[config.mk]
export PLATFORM = sky130hd
export DESIGN_NAME = program_loader
export DESIGN_NICKNAME = d
export VERILOG_FILES = /design/src/rtl/program_loader.sv
export SDC_FILE = /design/constraint.sdc
export NUM_CORES = 1
export LEC_CHECK = 0
export CAP_MARGIN = 25
export CORE_UTILIZATION = 35
export CTS_CLUSTER_SIZE = 16
export DETAILED_ROUTE_END_ITERATION = 8
export HOLD_SLACK_MARGIN = 0.12
export SYNTH_ARGS = -nofsm -noshare
export SYNTH_HDL_FRONTEND = slang
export SYNTH_SLANG_ARGS = --single-unit
[constraint.sdc]
create_clock -name clk_i -period 5.2 [get_ports clk_i]
set_input_delay 1.56 -clock clk_i [delete_from_list [all_inputs] [get_ports clk_i]]
set_output_delay 1.56 -clock clk_i [all_outputs]
set_load 0.005 [all_outputs]
[src/rtl/program_loader.sv]
// UART program loader: receives a length-prefixed word stream and writes it
// into IMEM or DMEM, then replies with an XOR checksum or an error byte.
module program_loader #(
    parameter int MAX_WORDS = 1024
) (
    input  logic        clk_i,
    input  logic        rst_ni,
    input  logic        grant_i,
    input  logic        target_i,
    input  logic [7:0]  uart_rx_data_i,
    input  logic        uart_rx_ready_i,
    output logic [7:0]  tx_data_o,
    output logic        tx_start_o,
    input  logic        tx_done_i,
    output logic        imem_we_o,
    output logic        dmem_we_o,
    output logic [31:0] mem_addr_o,
    output logic [31:0] mem_wdata_o,
    output logic        done_o
);

    typedef enum logic [3:0] {
        IDLE, LEN_LO, LEN_HI, CHECK, RX_DATA,
        WRITE, SEND, WAIT_TX, FINISH
    } state_t;

    localparam logic [16:0] MAX_LEN = 17'(MAX_WORDS);

    state_t      state_q, state_d;
    logic        target_q, target_d;
    logic [15:0] len_q, len_d;
    logic [15:0] idx_q, idx_d;
    logic [1:0]  bcnt_q, bcnt_d;
    logic [7:0]  csum_q, csum_d;
    logic [7:0]  tx_q, tx_d;
    logic [31:0] word_q, word_d;
    logic        fin_q;
    logic        too_long;
    logic        abort;

    assign too_long = {1'b0, len_q} > MAX_LEN;
    // Losing the grant mid-session drops everything; FINISH owns its own exit.
    assign abort = !grant_i && state_q != IDLE && state_q != FINISH;

    assign tx_data_o   = tx_q;
    assign mem_addr_o  = {14'd0, idx_q, 2'b00};
    assign mem_wdata_o = word_q;

    always_ff @(posedge clk_i or negedge rst_ni) begin
        if (!rst_ni) begin
            state_q  <= IDLE;
            target_q <= 1'b0;
            len_q    <= '0;
            idx_q    <= '0;
            bcnt_q   <= '0;
            csum_q   <= '0;
            tx_q     <= '0;
            word_q   <= '0;
            fin_q    <= 1'b0;
        end else begin
            state_q  <= state_d;
            target_q <= target_d;
            len_q    <= len_d;
            idx_q    <= idx_d;
            bcnt_q   <= bcnt_d;
            csum_q   <= csum_d;
            tx_q     <= tx_d;
            word_q   <= word_d;
            fin_q    <= (state_q == FINISH);
        end
    end

    always_comb begin
        state_d    = state_q;
        target_d   = target_q;
        len_d      = len_q;
        idx_d      = idx_q;
        bcnt_d     = bcnt_q;
        csum_d     = csum_q;
        tx_d       = tx_q;
        word_d     = word_q;
        imem_we_o  = 1'b0;
        dmem_we_o  = 1'b0;
        tx_start_o = 1'b0;
        done_o     = 1'b0;
        if (abort) begin
            state_d = IDLE;
        end else begin
            unique case (state_q)
                IDLE: begin
                    if (grant_i) begin
                        state_d  = LEN_LO;
                        target_d = target_i;
                        idx_d    = '0;
                        bcnt_d   = '0;
                        csum_d   = '0;
                    end
                end
                LEN_LO: begin
                    if (uart_rx_ready_i) begin
                        len_d[7:0] = uart_rx_data_i;
                        state_d    = LEN_HI;
                    end
                end
                LEN_HI: begin
                    if (uart_rx_ready_i) begin
                        len_d[15:8] = uart_rx_data_i;
                        state_d     = CHECK;
                    end
                end
                CHECK: begin
                    unique case (1'b1)
                        too_long: begin
                            tx_d    = 8'hEE;
                            state_d = SEND;
                        end
                        (len_q == 16'd0): begin
                            tx_d    = 8'h00;
                            state_d = SEND;
                        end
                        default: state_d = RX_DATA;
                    endcase
                end
                RX_DATA: begin
                    if (uart_rx_ready_i) begin
                        word_d[{bcnt_q, 3'b000} +: 8] = uart_rx_data_i;
                        csum_d = csum_q ^ uart_rx_data_i;
                        bcnt_d = bcnt_q + 2'd1;
                        if (bcnt_q == 2'd3) state_d = WRITE;
                    end
                end
                WRITE: begin
                    imem_we_o = !target_q;
                    dmem_we_o = target_q;
                    idx_d     = idx_q + 16'd1;
                    if (idx_d == len_q) begin
                        tx_d    = csum_q;
                        state_d = SEND;
                    end else begin
                        state_d = RX_DATA;
                    end
                end
                SEND: begin
                    tx_start_o = 1'b1;
                    state_d    = WAIT_TX;
                end
                WAIT_TX: begin
                    if (tx_done_i) state_d = FINISH;
                end
                FINISH: begin
                    done_o = !fin_q;
                    if (!grant_i) state_d = IDLE;
                end
                default: state_d = IDLE;
            endcase
        end
    end

endmodule

==> results.tsv <==
metric	value	unit
Cell Pwr Density	348	mW/mm2
H-Tree Depth	3	
final worst setup slack	673	ps
Die Width	117	um
largest family of logic cells by synthesized area	simple AND/OR/NAND/NOR gates	
worst slack, placed	654	ps
DR pass1 iterations	5	
crit path max fanout	9	
CTS tree	built	
asr flop ratio synth	100	%
CTS buffer count	9	
clk buf depth	2	
crit share post-route	87.1	%
Vias/cell	5.02	
Worst setup SP type	primary input	
Crit Path Class	in2out	
Max-slew headroom	36.6	%
Hold Crit Class	reg2reg	
pin slew with the least headroom to its limit	949	ps
Placeable Area	0.0128	mm2
unrepaired setup endpoints after global routing	no	
post-synthesis sequential area ratio	47.4	%
final antenna diode count	0	
adder-cell share of the synthesized area	2.10	%
Leak	2.43	nW
Clk pin slew, worst setup/hold paths	70	ps
hpwl dp	7800	um
FMAX	221	MHz
die area	0.0138	mm2
clock period minus worst slack	4530	ps
Cell Area, Synth	0.00465	mm2
mux share of post-synthesis cell area	5.41	%
total global routing overflow	0	
routability congestion estimate	0.821	
Initial Utilization	36.4	%
postcts setup bufs	0	
Avg Cell Area, Syn	9.45	um2
met2 usage	28.7	%
Clk Tree Root Cell	clkbuf_16	
Die H	117	um
synth unique cells	54	
Residual DRC	0	
status	completed	
setup violators final	0	
final hold violations	0	
Yosys warning total	0	
detailed-route via count	3693	
first-pass GRT wire length	18400	um
Core Rows	41	
CTS Hold Buffers Added	0	
initial antenna violation count	0	
met1 usage	23.3	%
max-cap viol count	0	
Antenna Nets Post-Route	0	
Post-CTS Resized	0	
vias in the first global route	3608	
clk sinks	88	
fin nets	580	
Worst-Skew Late Latency	340	ps
Mapped Cells	492	
Synth Area in Simple Gates	19.6	%
Max VDD drop	227	uV
IO Port Bufs	73	
endpoint class of the critical path	primary output	
WL per Instance	15.4	um
Post-Synth XOR/XNOR Area	6.54	%
number of synthesized register bits	88	
drt total wl	11300	um
Final Max Tran Viols	0	
EDFF count, synth	0	
DRT iter0 DRCs	234	
Final Skew	8.81	ps
setup TNS	0	ps
Crit path required time	3640	ps
largest net degree at the start of global routing	59	
busiest layer in global routing	met2	
gr usage total	17.6	%
Area Growth Syn to Fin	24.1	%
GRT met3 Usage	4.63	%
Compound-Gate Fraction of Synth Area	12.1	%
Top FF cell, synth	dfrtp_1	
layout cells sized above 1	9.40	%
Top Ports	90	
WP data arrival	2970	ps
[worst max-delay path: stages]
cell and delay (ps):
clkdlybuf4s50_1 660, nand2_1 90, nor3_1 140, clkdlybuf4s50_1 520
[layer usage]
metal,routed length (um),up-vias,part of all wire [%]
met3,552,10,4.9
met4,104,0,0.92
met2,5280,94,47
li1,-,1787,-
met1,5410,1802,48
met5,0,-,0
[stage by stage]
stage | cell area [um2] | hold WS (ps) | util (%) | cells | power [mW]
3_3_place_gp | 5430 | 465 | 42.5 | 719 | 1.32
2_1_floorplan | 4710 | 473 | - | 507 | 1.18
5_1_grt | 5770 | 525 | 45.2 | 736 | 2.12
4_1_cts | 5770 | 496 | 45.2 | 736 | 2.03
3_5_place_dp | 5460 | 473 | 42.7 | 720 | 1.33
6_report | 5770 | 485 | 45.2 | 736 | 2.01
[cell usage after synthesis (4+ instances only)]
cell type   n  area (um2)
o31ai_1     5        37.5
clkbuf_1   12        45.0
nor2_1     32         120
nand3_1    11        55.1
xnor2_1    16         140
xor2_1     16         140
a21oi_1    12        60.1
ha_1        7        87.6
clkbuf_8    4        55.1
nand4_1     5        31.3
nor4_1      8        50.1
nor3_1      5        25.0
mux2_2     17         191
buf_4      17         128
dfrtp_1    88        2200
inv_1      16        60.1
nand2_1    97         364
o21ai_0    65         325
nor3b_1     4        30.0
mux2i_1     6        60.1
[cell usage in the layout, fill, tap and decap left out, types with 6 or more instances in the layout]
master / n
clkdlybuf4s50_1: 72
clkbuf_16: 9
o21ai_0: 65
conb_1: 16
nor4_1: 7
xnor2_1: 16
ha_1: 7
a21oi_1: 12
nand2_1: 97
nand3_1: 11
inv_1: 16
mux2_2: 17
mux2i_1: 6
nor2_1: 32
dfrtp_1: 88
xor2_1: 16
[state kept, by name, summed over array words and instances, names as in the netlist]
register     flops
csum_q           8
len_q           16
fin_q            1
tx_data_o        8
state_q          4
bcnt_q           2
mem_wdata_o     32
idx_q           16
target_q         1
[where the power goes]
part           internal [mW]  switching [mW]
Combinational          0.223           0.195
Clock                  0.382           0.302
Sequential             0.795           0.110
Total                   1.40           0.607
[cell families (layout without fill, tap and decap cells)]
family / count (synthesis) / after routing
AO/OA/AOI/OAI: 98 / 98
XOR/XNOR: 33 / 33
adder cells (fa/ha/maj): 8 / 8
buffers and inverters: 53 / 110
flip-flops: 88 / 88
multiplexers: 23 / 23
other: 1 / 16
AND/OR/NAND/NOR: 188 / 188
[worst paths after layout]
kind	endpoint	from	slack, ps	depth (start not counted)
setup / recovery	tx_start_o	grant_i	670	4
hold / removal	mem_wdata_o[15]	mem_wdata_o[15]	490	2
setup reg to reg	tx_data_o[3]	idx_q[0]	2110	8
hold reg to reg	mem_wdata_o[15]	mem_wdata_o[15]	490	2
max in group asynchronous	idx_q[9]	rst_ni	3410	2
min in group asynchronous	mem_wdata_o[24]	rst_ni	1150	1
[final cells by class]
| type | count | area [um2] |
|---|---|---|
| fill | 1221 | 7000 |
| inverter | 16 | 60.1 |
| sequential | 88 | 2200 |
| clock buffer | 9 | 225 |
| tap | 172 | 215 |
| clock inverter | 7 | 83.8 |
| timing repair buffer | 78 | 786 |
| multi-input combinational | 366 | 2200 |
No activity file was read; power rests on OpenSTA's default activity.
